--- src/rtl/mem_arbiter.sv ---
// mem_arbiter: shares the byte-wide, synchronous-read main-memory port between
// instruction fetch and the load/store buffer. It arbitrates in IDLE, splits
// each access into byte beats, assembles and extends load data, and pulses one
// done per access.
//
// Ports:
//   clk_in, rst_in (sync, active-high), rdy_in (global freeze), clear_in (flush)
//   if_req/if_addr            -> if_done/if_inst      fetch side (32-bit LE word)
//   lsb_req/is_load/funct3/addr/wdata -> lsb_welcome/lsb_done/lsb_rdata
//   mem_din <- RAM; mem_dout/mem_a/mem_wr -> RAM
//   io_buffer_full            I/O write buffer full
//
// Optional feature: define MEM_ARB_IO_STALL_EN to stall store beats aimed at an
// I/O address while io_buffer_full is high.
module mem_arbiter #(
  parameter int unsigned IO_SEL_HI = 17
) (
  input  logic        clk_in,
  input  logic        rst_in,
  input  logic        rdy_in,
  input  logic        clear_in,
  input  logic        if_req,
  input  logic [31:0] if_addr,
  output logic        if_done,
  output logic [31:0] if_inst,
  input  logic        lsb_req,
  input  logic        lsb_is_load,
  input  logic [2:0]  lsb_funct3,
  input  logic [31:0] lsb_addr,
  input  logic [31:0] lsb_wdata,
  output logic        lsb_welcome,
  output logic        lsb_done,
  output logic [31:0] lsb_rdata,
  input  logic [7:0]  mem_din,
  output logic [7:0]  mem_dout,
  output logic [31:0] mem_a,
  output logic        mem_wr,
  input  logic        io_buffer_full
);

  typedef enum logic [1:0] {StIdle, StFetch, StLoad, StStore} state_e;

  state_e      state_q, state_d;
  logic [2:0]  cnt_q, cnt_d;
  logic [31:0] buf_q, buf_d;
  logic [31:0] base_q, base_d;
  logic [2:0]  funct3_q, funct3_d;
  logic [31:0] wdata_q, wdata_d;
  logic        last_lsb_q, last_lsb_d;
  logic        squash_q, squash_d;
  logic        if_done_q, if_done_d;
  logic [31:0] if_inst_q, if_inst_d;
  logic        lsb_done_q, lsb_done_d;
  logic [31:0] lsb_rdata_q, lsb_rdata_d;
  logic [31:0] mem_a_q, mem_a_d;
  logic [7:0]  mem_dout_q, mem_dout_d;
  logic        mem_wr_q, mem_wr_d;

  logic        grant_lsb, grant_if, io_stall;
  logic [2:0]  beats, cnt_inc;
  logic [1:0]  rd_idx;

  function automatic logic [31:0] load_ext(input logic [31:0] d, input logic [2:0] f3);
    unique case (f3)
      3'd0:    load_ext = {{24{d[7]}}, d[7:0]};
      3'd1:    load_ext = {{16{d[15]}}, d[15:0]};
      3'd4:    load_ext = {24'd0, d[7:0]};
      3'd5:    load_ext = {16'd0, d[15:0]};
      default: load_ext = d;
    endcase
  endfunction

  assign lsb_welcome = (state_q == StIdle) && !clear_in && rdy_in;
  // On a tie the requester not served last wins.
  assign grant_lsb   = lsb_welcome && lsb_req && (!if_req || !last_lsb_q);
  assign grant_if    = (state_q == StIdle) && !clear_in && rdy_in && if_req && !grant_lsb;

  assign beats   = (funct3_q[1:0] == 2'd0) ? 3'd1 : (funct3_q[1:0] == 2'd1) ? 3'd2 : 3'd4;
  assign cnt_inc = cnt_q + 3'd1;
  // Byte arriving now was addressed one beat earlier than cnt_q.
  assign rd_idx  = cnt_q[1:0] - 2'd1;

`ifdef MEM_ARB_IO_STALL_EN
  assign io_stall = (state_q == StStore) && (mem_a_q[IO_SEL_HI -: 2] == 2'b11) && io_buffer_full;
`else
  logic unused_io_buffer_full;
  assign unused_io_buffer_full = io_buffer_full;
  assign io_stall = 1'b0;
`endif

  always_comb begin
    state_d     = state_q;
    cnt_d       = cnt_q;
    buf_d       = buf_q;
    base_d      = base_q;
    funct3_d    = funct3_q;
    wdata_d     = wdata_q;
    last_lsb_d  = last_lsb_q;
    squash_d    = squash_q;
    if_done_d   = 1'b0;
    if_inst_d   = if_inst_q;
    lsb_done_d  = 1'b0;
    lsb_rdata_d = lsb_rdata_q;
    mem_a_d     = mem_a_q;
    mem_dout_d  = mem_dout_q;
    mem_wr_d    = 1'b0;
    unique case (state_q)
      StIdle: begin
        if (grant_lsb) begin
          last_lsb_d = 1'b1;
          base_d     = lsb_addr;
          funct3_d   = lsb_funct3;
          wdata_d    = lsb_wdata;
          cnt_d      = '0;
          buf_d      = '0;
          squash_d   = 1'b0;
          mem_a_d    = lsb_addr;
          if (lsb_is_load) begin
            state_d = StLoad;
          end else begin
            state_d    = StStore;
            mem_dout_d = lsb_wdata[7:0];
            mem_wr_d   = 1'b1;
          end
        end else if (grant_if) begin
          last_lsb_d = 1'b0;
          base_d     = if_addr;
          funct3_d   = 3'd2;
          cnt_d      = '0;
          buf_d      = '0;
          mem_a_d    = if_addr;
          state_d    = StFetch;
        end
      end
      StFetch, StLoad: begin
        if (clear_in) begin
          state_d = StIdle;
          cnt_d   = '0;
        end else begin
          if (cnt_q != 3'd0) buf_d[{rd_idx, 3'b000} +: 8] = mem_din;
          if (cnt_q == beats) begin
            state_d = StIdle;
            cnt_d   = '0;
            if (state_q == StFetch) begin
              if_done_d = 1'b1;
              if_inst_d = buf_d;
            end else begin
              lsb_done_d  = 1'b1;
              lsb_rdata_d = load_ext(buf_d, funct3_q);
            end
          end else begin
            cnt_d = cnt_inc;
            if (cnt_inc < beats) mem_a_d = base_q + {29'd0, cnt_inc};
          end
        end
      end
      StStore: begin
        // Writes already issued cannot be recalled, so a flush only hides done.
        squash_d = squash_q | clear_in;
        if (io_stall) begin
          mem_wr_d = 1'b1;
        end else if (cnt_inc < beats) begin
          cnt_d      = cnt_inc;
          mem_a_d    = base_q + {29'd0, cnt_inc};
          mem_dout_d = wdata_q[{cnt_inc[1:0], 3'b000} +: 8];
          mem_wr_d   = 1'b1;
        end else begin
          state_d     = StIdle;
          cnt_d       = '0;
          lsb_done_d  = !(squash_q || clear_in);
          lsb_rdata_d = '0;
        end
      end
      default: state_d = StIdle;
    endcase
  end

  always_ff @(posedge clk_in) begin
    if (rst_in) begin
      state_q     <= StIdle;
      cnt_q       <= '0;
      buf_q       <= '0;
      base_q      <= '0;
      funct3_q    <= '0;
      wdata_q     <= '0;
      last_lsb_q  <= 1'b0;
      squash_q    <= 1'b0;
      if_done_q   <= 1'b0;
      if_inst_q   <= '0;
      lsb_done_q  <= 1'b0;
      lsb_rdata_q <= '0;
      mem_a_q     <= '0;
      mem_dout_q  <= '0;
      mem_wr_q    <= 1'b0;
    end else if (rdy_in) begin
      state_q     <= state_d;
      cnt_q       <= cnt_d;
      buf_q       <= buf_d;
      base_q      <= base_d;
      funct3_q    <= funct3_d;
      wdata_q     <= wdata_d;
      last_lsb_q  <= last_lsb_d;
      squash_q    <= squash_d;
      if_done_q   <= if_done_d;
      if_inst_q   <= if_inst_d;
      lsb_done_q  <= lsb_done_d;
      lsb_rdata_q <= lsb_rdata_d;
      mem_a_q     <= mem_a_d;
      mem_dout_q  <= mem_dout_d;
      mem_wr_q    <= mem_wr_d;
    end
  end

  assign if_done   = if_done_q;
  assign if_inst   = if_inst_q;
  assign lsb_done  = lsb_done_q;
  assign lsb_rdata = lsb_rdata_q;
  assign mem_a     = mem_a_q;
  assign mem_dout  = mem_dout_q;
  assign mem_wr    = mem_wr_q && rdy_in && !io_stall;

endmodule
--- config.mk ---
export PLATFORM = sky130hd
export DESIGN_NAME = mem_arbiter
export DESIGN_NICKNAME = d
export VERILOG_FILES = /design/src/rtl/mem_arbiter.sv
export SDC_FILE = /design/constraint.sdc
export NUM_CORES = 1
export LEC_CHECK = 0
export CAP_MARGIN = 20
export CORE_MARGIN = 1
export CORE_UTILIZATION = 26
export CTS_CLUSTER_SIZE = 14
export DETAILED_ROUTE_END_ITERATION = 10
export PLACE_DENSITY = 0.59
export SYNTH_ARGS = -nofsm -noshare
export SYNTH_HDL_FRONTEND = slang
export SYNTH_SLANG_ARGS = --single-unit
--- constraint.sdc ---
create_clock -name clk_in -period 3.1 [get_ports clk_in]
set_clock_uncertainty 0.15 [all_clocks]
set_input_delay 0.62 -clock clk_in [delete_from_list [all_inputs] [get_ports clk_in]]
set_output_delay 0.62 -clock clk_in [all_outputs]
set_load 0.02 [all_outputs]
; Word level (Yosys, flattened, before mapping)
; Index checks and enable logic that the tools add are counted.
; W data, S select, Z words.
[word_totals]
word_cells = 132
ff_bits = 213
[op_classes]
n_shift = 3
n_eq_ne = 18
add_sub_neg = 4
mux = 56
n_bitwise = 2
magnitude_cmp = 1
n_reduce_logical = 33
[ops]
columns = cell, count
row1 = $mux W32, 13
row2 = $pmux W32 S2, 2
row3 = $pmux W32 S4, 1
row4 = $pmux W32 S3, 1
row5 = $add A32 B3 Y32, 1
row6 = $bwmux W32, 1
row7 = $shift A8 B7 Y32 const A, 1
row8 = $shiftx A32 B6 Y8, 1
row9 = $shiftx A8 B7 Y32, 1
row10 = $mux W3, 9
row11 = $mux W8, 3
row12 = $ne A2 B2 Y1 const B, 8
row13 = $pmux W8 S2, 1
row14 = $mux W1, 15
row15 = $reduce_and A4 Y1, 3
row16 = $mux W2, 5
row17 = $reduce_and A5 Y1, 2
row18 = $pmux W3 S3, 1
row19 = $reduce_and A3 Y1, 3
row20 = $reduce_bool A2 Y1, 4
row21 = $logic_and A1 B1 Y1, 7
row22 = $neg A5 Y7, 1
row23 = $eq A3 B3 Y1 const B, 2
row24 = $ne A3 B3 Y1 const B, 2
row25 = other kinds (19), 29

; Logic depth before layout (Yosys ltp)
; Gate-level depths: netlist of run 1.
[logic_depth]
ltp_word = 10
mapped_depth = 11
mapped_depth_nobuf = 8

; Worst setup path before layout of run 1
; No wires, ideal clock.
[synth_path]
kind = reg2reg
startpoint = reg cnt_q[0]
endpoint = reg mem_a_q[28], in the netlist mem_a[28]
path_stages_with_launch = 12
required_time_ns = 2.874
arrival_ns = 2.905
setup_slack_ns = -0.031
cell_sequence = dfxtp_1 > buf_2 > buf_1 > inv_1 > ha_1 > ha_1 > or2_2 > o22a_1 > or4_1 > buf_2 > buf_6 > o22ai_1
[synth_between]
elab_chain_cells = 6
elab_cells_between_ends = 10
classes_between = add/sub (2) / order compare (1) / eq/ne (2) / mux (4) / reduce/logical (1)
[synth_rtl]
columns = item, line_no
row1 = "start, declared", 44  ; logic [2:0] cnt_q, cnt_d;
row2 = "start signal, assigned", 197  ; cnt_q <= cnt_d;
row3 = $add A3 B1 Y3, 79  ; assign cnt_inc = cnt_q + 3'd1;
row4 = $add A32 B3 Y32 or $lt A3 B3 Y1 (tied branches), "153, 164, 162"
row5 = $mux W32, "153, 162"
row6 = $mux W32, 141  ; if (cnt_q == beats) begin
row7 = $mux W32, 136  ; if (clear_in) begin
row8 = $pmux W32 S3, 107  ; unique case (state_q)
row9 = "end signal, assigned", 208  ; mem_a_q <= mem_a_d;
row10 = "end, declared", 55  ; logic [31:0] mem_a_q, mem_a_d;
; Parallel ways exist; a longest one is shown, timed or not. The select of a mux whose other input is x is not followed.
; A chain may end at the register's enable or synchronous reset.

; Worst setup path in the final report of run 1
[layout_path]
startpoint = reg cnt_q[0]
endpoint = reg mem_a_q[5], in the netlist mem_a[5]
; Same word-level chain as after synthesis.

==> flow_summary_export.csv, run 1 <==
group,metric,value,unit
sta,setup_slack,0.192,ns
sta,setup-tns-final,0,ns
synthesis,yosys.area_share.xor_xnor,2.52,%
sta,slew_viol_final,0,
critical_path,timing.rr.start,"cnt_q[0]",
critical_path,endpoint_kind,"flop",
synthesis,syn_area_per_cell,8.88,sq um
drt,drt-total-wl,32000,microns
power_and_ir_drop,p_int,5.16,mW
drt,first_pass_iters,7,
drt,ant_nets,0,
outcome,status,"complete, no violations",
synthesis,netlist_area,10100,sq um
sta,tightest_slew,0.779,ns
critical_path,cp_max_fo,22,
min_path,hold_path_class,"flop to flop",
power_and_ir_drop,pwr-share-clk,45.0,%
synthesis,synth_compound_area_share,18.9,%
floorplan,die_w,199,microns
critical_path,required,3.37,ns
cts,htreeDepth,1,
place,gp_congestion,0.784,
critical_path,path_cells,"buf_4 -> ha_1 -> xor2_1 -> buf_4 -> ha_1 -> a211oi_1 -> nor2_1 -> buf_4 -> xnor2_1 -> nand2_1 -> a32o_1",
drt,num_vias,9075,
cts,hold_buffers,0,
cells_and_area,nets,1474,
place,dp.cells,1826,
critical_path,worst_r2r_endpoint,"mem_a[5]",
synthesis,synth-main-ff-cell,"dfxtp_1",
synthesis,async_reset_ff_share,0,%
min_path,min_from,"wdata_q[12]",
global_routing,antenna_found_initial,2,
cts,cts.clk_slew.worst_paths,0.06,ns
synthesis,yosys.area.top_type,"dfxtp_1",
global_routing,overflow,0,
power_and_ir_drop,design_power_total,6.94,mW
floorplan,rows,71,
sta,finalCritPeriodShare,93.8,%
critical_path,worst-setup-path-type,"flop to flop",
synthesis,synth_adder_area_share,2.06,%
critical_path,crit_path_frequent_cell,"buf_4",
synthesis,muxShareOfSynthArea,11.3,%
place,port_buffers,221,
cts,clock_sinks,213,
synthesis,synth_edf_count,0,
floorplan,coreArea,37800,sq um
floorplan,die_area,39500,sq um
sta,relSlewSlack,47.6,%
cts,root_buffer,"clkbuf_16",
synthesis,yosys-top-cells-area,"dfxtp_1 (42%), mux2i_1 (7.9%), nand2_1 (5.3%)",
power_and_ir_drop,p_leak,5.04,nW
place,dp_slack,0.0252,ns
synthesis,yosysSeqAreaShare,42.3,%
sta,hold_violations,0,
cts,cts_tree,"done",
global_routing,track_usage,15.9,%
power_and_ir_drop,combPwrFrac,13.3,%
sta,layout_min_cycle_time,2.91,ns
place,hpwl,22900,microns
power_and_ir_drop,switchingPower,1.78,mW
synthesis,synthCells,1134,
power_and_ir_drop,ir_worst_vdd,369,uV
critical_path,slowest_stage,"a211oi_1",
synthesis,synth_top_family_by_area,"compound AO/OA/AOI/OAI gates",
sta,rsz0062_at_grt,"false",
global_routing,grt_max_degree,60,
critical_path,r2r_setup_slack,0.19,ns
floorplan,die_height,199,microns
synthesis,synthDistinctLibCells,68,
critical_path,worst_path_largest_cell_delay,0.52,ns
min_path,holdPathEnd,"wdata_q[12]",
job,max_cap_violations,0,
critical_path,start_kind,"flop",
drt,wire_per_inst,17.1,microns
cts,clock_path_buffers,3,
floorplan,initial_core_util,26.6,%
synthesis,syn_nets,1265,
power_and_ir_drop,p_sw_share,25.7,%
power_and_ir_drop,power_density,500,nW/um^2
cts,cts_setup_buffers,0,
cells_and_area,final_cells,1872,
cts,cts_buffers,26,
synthesis,synthSimpleGateAreaFrac,18.7,%
floorplan,ios,223,
cts,worstSkewPairLatency,0.54,ns
critical_path,ff2ff_path_depth,11,
drt,via_per_inst,4.85,
cells_and_area,areaGrowthSynthToFinish,38.0,%
critical_path,cp.arrival,3.18,ns
synthesis,synth_top_area_share,42.3,%
sta,setup_viol,0,
min_path,hold_depth,2,
sta,clock.fmax,0.344,GHz
global_routing,grt_pass1_vias,8943,
power_and_ir_drop,p_seq_share,41.8,%
global_routing,grt_pass1_wl,49900,microns
synthesis,yosys_warnings,0,
drt,drc,0,
synthesis,ys_ff_latch,213,
cells_and_area,drive_gt1_share,9.63,%
drt,drtIter0Drc,508,
## critical path, delay by kind of cell, from the launching register on
family,cells,cell delay (ns)
AO/OA/AOI/OAI,2,0.79
buffers and inverters,3,0.59
adder cells (fa/ha/maj),2,0.44
flip-flops,1,0.33
XOR/XNOR,2,0.30
AND/OR/NAND/NOR,2,0.19
## cells in the final DEF, fill, tap and decap left out, drive strengths merged, types with 18 or more instances in the layout
cell type	instances
a22oi	28
xor2	20
nor2	140
a211oi	38
buf	48
mux2i	79
nand3	27
nand4	18
nand2	142
dfxtp	213
clkdlybuf4s50	218
a21oi	67
o21ai	30
clkbuf	38
## per-stage QoR
stage | hold WS (ns) | area [sq um] | utilization, %
floorplan | 0.283 | 10100 | -
global placement | 0.289 | 13000 | 34.4
detailed placement | 0.296 | 13000 | 34.4
CTS | 0.290 | 13900 | 36.7
global route | 0.315 | 13900 | 36.7
finish | 0.302 | 13900 | 36.7
## power by group through the flow
| stage | Clock, mW | Combinational [mW] | Sequential (mW) |
|---|---|---|---|
| global placement | 0 | 0.917 | 2.95 |
| CTS | 3.21 | 0.928 | 2.90 |
| global route | 3.33 | 0.998 | 2.91 |
| floorplan | 0 | 0.461 | 2.99 |
| finish | 3.12 | 0.921 | 2.90 |
| detailed placement | 0 | 0.923 | 2.96 |
## cells in the mapped netlist (15+ instances only)
library cell,count
dfxtp_1,213
nand4_1,18
buf_2,18
mux2i_1,79
nand3_1,27
a211oi_1,37
o21ai_0,28
xor2_1,20
nor2_1,140
a21oi_1,65
clkbuf_1,56
ha_1,15
nor2b_1,15
mux2_2,15
a22oi_1,27
nand2_1,142
## registers in the layout (all words and copies together), names as in the netlist
signal      count
squash_q        1
mem_wr_q        1
mem_dout        8
wdata_q        32
lsb_rdata      32
if_inst        32
buf_q          32
funct3_q        3
lsb_done        1
mem_a          32
cnt_q           3
if_done         1
base_q         32
state_q         2
last_lsb_q      1
## cell type report
class	count	area, sq um
multi-input combinational	822	5420
inverter	14	52.6
sequential	213	4260
clock buffer	38	746
antenna	1	2.50
fill	3857	23900
timing repair buffer	266	2650
clock inverter	7	128
tap	511	639
## worst max-delay path by stage
stage	startpoint	to	slack, ns	cells after the start
2_1_floorplan	cnt_q[0]	mem_a[28]	0.11	11
3_3_place_gp	clear_in	mem_a[7]	0.009	6
3_5_place_dp	clear_in	mem_a[12]	0.03	6
4_1_cts	funct3_q[0]	mem_a[12]	0.03	8
5_1_grt	cnt_q[0]	mem_a[5]	0.04	11
6_report	cnt_q[0]	mem_a[5]	0.19	11
## kinds of logic after synthesis
logic type | after synthesis
AOI/OAI and AO/OA | 264
xor gates and xnor gates | 29
adders and majority gates | 16
buffers and inverters | 99
DFF | 213
muxes | 102
and+or+nand+nor | 411
## timing repair
item,CTS,global route
endpoints found under the hold margin,0,0
gates resized for setup,0,2
setup endpoints to repair,0,16
## layer usage
metal	vias to the layer above	GRT usage, %	share of wire [%]
met1	4310	21.6	47
met4	2	3.90	1.7
li1	4503	-	-
met3	38	2.81	5.5
met2	222	25.8	45
met5	-	0	0.037
Note: power is estimated with default switching activity, not from simulation.
==> run 2, diff against run 1 <==
--- a/config.mk
+++ b/config.mk
@@ -6,11 +6,11 @@
 export NUM_CORES = 1
 export LEC_CHECK = 0
 export CAP_MARGIN = 20
-export CORE_MARGIN = 1
 export CORE_UTILIZATION = 26
 export CTS_CLUSTER_SIZE = 14
 export DETAILED_ROUTE_END_ITERATION = 10
 export PLACE_DENSITY = 0.59
+export SETUP_SLACK_MARGIN = 0.5
 export SYNTH_ARGS = -nofsm -noshare
 export SYNTH_HDL_FRONTEND = slang
 export SYNTH_SLANG_ARGS = --single-unit
==> flow_summary_export.csv, run 2 (same netlist as run 1, synthesis figures left out) <==
group,metric,value,unit
drt,num_vias,9150,
place,dp.cells,1833,
sta,tightest_slew,0.787,ns
cts,cts_buffers,27,
cells_and_area,layout_common_cells,"clkdlybuf4s50_1 (217), dfxtp_1 (208), nand2_1 (141), nor2_1 (137), mux2i_1 (79)",
floorplan,rows,71,
sta,setup_viol,0,
critical_path,worst_r2r_endpoint,"mem_a[3]",
place,placed_area,13200,sq um
cts,clock_path_buffers,3,
sta,relSlewSlack,47.1,%
critical_path,required,3.38,ns
place,gp_congestion,0.807,
critical_path,cp.arrival,2.88,ns
cells_and_area,final_common_cell,"clkdlybuf4s50_1",
power_and_ir_drop,design_power_total,7.24,mW
power_and_ir_drop,switchingPower,1.88,mW
drt,ant_nets,0,
power_and_ir_drop,p_leak,5.24,nW
cts,htreeDepth,1,
sta,rsz0062_at_grt,"true",
power_and_ir_drop,p_sw_share,26.0,%
drt,drtIter0Drc,498,
power_and_ir_drop,combPwrFrac,13.9,%
outcome,status,"complete, no violations",
sta,hold_violations,0,
power_and_ir_drop,p_seq_share,40.0,%
drt,drt-total-wl,32800,microns
critical_path,worst-setup-path-type,"flop to flop",
cts,root_buffer,"clkbuf_16",
critical_path,worst_path_largest_cell_delay,0.38,ns
floorplan,ios,223,
critical_path,endpoint_kind,"flop",
power_and_ir_drop,ir_worst_vdd,450,uV
job,max_cap_violations,0,
min_path,hold_depth,2,
critical_path,start_kind,"flop",
floorplan,initial_core_util,26.6,%
critical_path,r2r_setup_slack,0.50,ns
min_path,holdPathEnd,"squash_q",
sta,finalCritPeriodShare,83.8,%
drt,wire_per_inst,17.3,microns
global_routing,track_usage,16.3,%
cells_and_area,areaGrowthSynthToFinish,43.6,%
drt,drc,0,
floorplan,coreArea,37800,sq um
global_routing,overflow,0,
global_routing,antenna_found_initial,2,
cells_and_area,drive_gt1_share,14.1,%
place,port_buffers,221,
cts,cts.clk_slew.worst_paths,0.06,ns
cells_and_area,n_antenna_cell,0,
cts,worstSkewPairLatency,0.57,ns
global_routing,grt_pass1_vias,8978,
cts,cts_tree,"done",
critical_path,cp_max_fo,21,
power_and_ir_drop,power_density,501,nW/um^2
cells_and_area,nets,1500,
place,hpwl,22800,microns
sta,layout_min_cycle_time,2.60,ns
sta,setup-tns-final,0,ns
cts,clock_sinks,213,
floorplan,die_height,199,microns
power_and_ir_drop,pwr-share-clk,46.1,%
drt,via_per_inst,4.82,
critical_path,ff2ff_path_depth,9,
min_path,hold_path_class,"input port to flop",
critical_path,path_cells,"buf_6 -> ha_4 -> and4bb_4 -> a22oi_2 -> o211ai_1 -> buf_4 -> buf_4 -> buf_6 -> o31a_1",
cells_and_area,final_cells,1900,
critical_path,slowest_stage,"dfxtp_4",
sta,slew_viol_final,0,
cells_and_area,final_area,14500,sq um
global_routing,grt_pass1_wl,50800,microns
global_routing,grt_max_degree,61,
min_path,min_from,"rst_in",
floorplan,die_area,39500,sq um
critical_path,timing.rr.start,"cnt_q[0]",
floorplan,die_w,199,microns
sta,clock.fmax,0.385,GHz
drt,first_pass_iters,5,
power_and_ir_drop,p_int,5.36,mW
cts,hold_buffers,0,
==> run 2: what timing repair did <==
| action | in CTS | in global routing |
|---|---|---|
| gates cloned | 2 | 0 |
| resized for setup | 26 | 19 |
| pin swaps | 4 | 4 |
| buffers inserted | 10 | 6 |
| setup endpoints to repair | 97 | 50 |
==> run 2: power groups by stage <==
stage	Combinational [mW]	Clock, mW	Sequential [mW]
final	1.00	3.34	2.90
after detailed placement	0.949	0	2.96
after global placement	0.940	0	2.96
after CTS	0.995	3.45	2.90
after global routing	1.09	3.56	2.91
after floorplan	0.484	0	2.99
==> run 2: cell type report <==
type | count | area, sq um
clock inverters | 11 | 159
well taps | 511 | 639
clock buffers | 38 | 798
multi-input cells | 822 | 5630
repair buffers | 291 | 2900
flip-flops and latches | 213 | 4280
fillers | 3829 | 23400
inverters | 14 | 61.3
==> run 2: layer usage <==
| layer | global-route usage (%) | wire, microns |
|---|---|---|
| met5 | 0 | 13 |
| met4 | 3.82 | 434 |
| met3 | 2.78 | 1610 |
| met2 | 26.8 | 15100 |
| met1 | 22.2 | 15700 |
==> run 2: worst max path at each step <==
| stage | from | end | slack (ns) | cells past startpoint |
|---|---|---|---|---|
| 2_1_floorplan | cnt_q[0] | mem_a[28] | 0.50 | 11 |
| 3_3_place_gp | cnt_q[0] | mem_a[31] | 0.05 | 8 |
| 3_5_place_dp | cnt_q[0] | mem_a[31] | 0.02 | 8 |
| 4_1_cts | cnt_q[0] | mem_a[26] | 0.46 | 8 |
| 5_1_grt | cnt_q[0] | mem_a[26] | 0.45 | 8 |
| 6_report | cnt_q[0] | mem_a[3] | 0.50 | 9 |
==> run 2: metrics by stage <==
stage / hold slack [ns] / utilization [%] / worst slack (ns)
CTS: 0.252 / 37.9 / 0.458
finish: 0.290 / 38.2 / 0.501
global route: 0.289 / 38.2 / 0.453
detailed placement: 0.296 / 34.8 / 0.0194
floorplan: 0.283 / - / 0.501
global placement: 0.289 / 34.8 / 0.0533
==> run 2: worst max-delay path, delay by kind of cell, from the launching register on <==
family / cells / cell delay [ns]
flops: 1 / 0.38
compound gates: 3 / 0.75
buf+inv: 4 / 0.65
simple gates: 1 / 0.21
fa+ha+maj: 1 / 0.30
==> run 3, diff against run 2 <==
==> constraint.sdc (replaced) <==
create_clock -name clk_in -period 2.3 [get_ports clk_in]
set_clock_uncertainty 0.15 [all_clocks]
set_input_delay 0.46 -clock clk_in [delete_from_list [all_inputs] [get_ports clk_in]]
set_output_delay 0.46 -clock clk_in [all_outputs]
set_load 0.02 [all_outputs]
==> flow_summary_export.csv, run 3 (same netlist as run 1, synthesis figures left out) <==
group,metric,value,unit
outcome,status,"complete, but fails checks",
outcome,violations,"negative setup slack",
global_routing,antenna_found_initial,2,
sta,rsz0062_at_grt,"true",
global_routing,grtUsageMet1,23.1,%
min_path,min_from,"rst_in",
critical_path,worst-path-stages,9,
power_and_ir_drop,design_power_total,10.4,mW
power_and_ir_drop,power_density,578,nW/um^2
drt,wire_per_inst,19.0,microns
cells_and_area,areaGrowthSynthToFinish,78.0,%
critical_path,timing.rr.start,"cnt_q[0]",
place,port_buffers,221,
min_path,holdPathEnd,"lsb_done",
critical_path,start_kind,"flop",
critical_path,required,2.63,ns
floorplan,die_height,199,microns
cts,cts.clk_slew.worst_paths,0.06,ns
floorplan,coreArea,37800,sq um
place,hpwl,23900,microns
cells_and_area,drive_gt1_share,39.4,%
floorplan,ios,223,
drt,num_vias,10100,
drt,drt-total-wl,39000,microns
floorplan,die_w,199,microns
floorplan,rows,71,
cells_and_area,layout_common_cells,"dfxtp_1 (206), nand2_1 (118), nor2_1 (116), clkdlybuf4s50_1 (111), buf_4 (111)",
critical_path,worst_path_largest_cell_delay,0.62,ns
drt,ant_nets,0,
critical_path,cp.arrival,2.91,ns
power_and_ir_drop,ir_worst_vdd,532,uV
sta,slew_viol_final,0,
job,max_cap_violations,0,
cts,hold_buffers,0,
sta,setup_viol,104,
global_routing,overflow,0,
critical_path,r2r_setup_slack,-0.28,ns
cts,cts_buffers,26,
cells_and_area,final_common_cell,"dfxtp_1",
drt,drc,0,
drt,first_pass_iters,5,
sta,clock.fmax,0.388,GHz
sta,hold_violations,0,
cells_and_area,nets,1651,
sta,finalCritPeriodShare,112,%
cts,root_buffer,"clkbuf_16",
floorplan,die_area,39500,sq um
power_and_ir_drop,p_leak,7.63,nW
drt,via_per_inst,4.94,
drt,drtIter0Drc,393,
sta,relSlewSlack,65.1,%
place,dp_slack,-0.363,ns
sta,setup_slack,-0.280,ns
cts,clock_sinks,213,
sta,layout_min_cycle_time,2.58,ns
global_routing,track_usage,17.8,%
global_routing,globalRouteMet3Util,3.15,%
critical_path,worst_r2r_endpoint,"mem_a[26]",
sta,tightest_slew,0.521,ns
cts,cts_tree,"done",
critical_path,slowest_stage,"or4_4",
cts,clock_path_buffers,3,
critical_path,critical-path-top-delay-family,"simple AND/OR/NAND/NOR gates",
min_path,hold_path_class,"input port to flop",
critical_path,cp_num_buf_inv,3,
critical_path,ff2ff_path_depth,9,
critical_path,endpoint_kind,"flop",
floorplan,initial_core_util,26.6,%
place,gp_congestion,0.813,
critical_path,worst-setup-path-type,"flop to flop",
global_routing,grt_pass1_vias,9826,
global_routing,grt_max_degree,86,
cts,htreeDepth,1,
global_routing,grt_busiest_layer,"met2",
critical_path,cp_max_fo,5,
min_path,hold_depth,2,
global_routing,grt_pass1_wl,55400,microns
critical_path,path_cells,"buf_12 -> inv_6 -> ha_4 -> ha_4 -> or2_4 -> o22a_1 -> or4_4 -> buf_12 -> o221ai_2",
global_routing,grt.met2_usage,30.0,%
cts,worstSkewPairLatency,0.56,ns
-- run 3: changes by cell type in the layout (fill, tap and decap cells not counted), sizes merged, moves of 2 or more --
cell,change
clkdlybuf4s50,-106
diode,+2
clkinv,+3
buf,+176
nand2,+2
dlymetal6s2s,+60
clkbuf,+12
-- run 3: final cells by class --
cell class	instances	area (sq um)
Fill cell	3437	19900
Multi-Input combinational cell	825	7160
Timing Repair Buffer	440	4850
Sequential cell	213	4280
Clock buffer	34	731
Tap cell	511	639
Clock inverter	14	204
Inverter	14	60.1
Antenna cell	2	5.00
-- run 3: worst max path at each step --
stage,from,endpoint
2_1_floorplan,cnt_q[0],mem_a[28]
3_3_place_gp,cnt_q[0],mem_a[20]
3_5_place_dp,clear_in,mem_a[6]
4_1_cts,funct3_q[0],if_inst[10]
5_1_grt,cnt_q[0],mem_a[26]
6_report,cnt_q[0],mem_a[26]
-- run 3: report_power, final --
part	switching, mW	leakage (nW)	internal [mW]
logic	0.969	5.45	1.03
clock network	1.74	0.456	2.70
registers	0.106	1.73	3.81
total	2.81	7.63	7.54
-- run 3: per-layer routing --
| layer | vias to the layer above | wire, microns |
|---|---|---|
| met1 | 4962 | 17200 |
| met2 | 234 | 19400 |
| met5 | - | 0 |
| met3 | 43 | 1750 |
| met4 | 0 | 646 |
| li1 | 4893 | - |
-- run 3: through the flow --
step           hold WS, ns  area [sq um]  std cells  TNS [ns]  utilization [%]
2_1_floorplan        0.283         10600       1134    -13.53                -
6_report            0.0300         17900       2053    -19.39             47.4
3_3_place_gp         0.290         14100       1909    -35.61             37.2
4_1_cts             0.0136         16200       2002    -15.24             42.8
3_5_place_dp         0.296         14100       1909    -43.38             37.2
5_1_grt             0.0205         17900       2053    -27.20             47.4
-- run 3: timing repair --
action	4_1_cts	5_1_grt
setup endpoints to repair	320	283
hold endpoints to repair	0	0
cloned	9	16
pin swaps	57	98
resized for setup	351	287
setup buffers	36	33
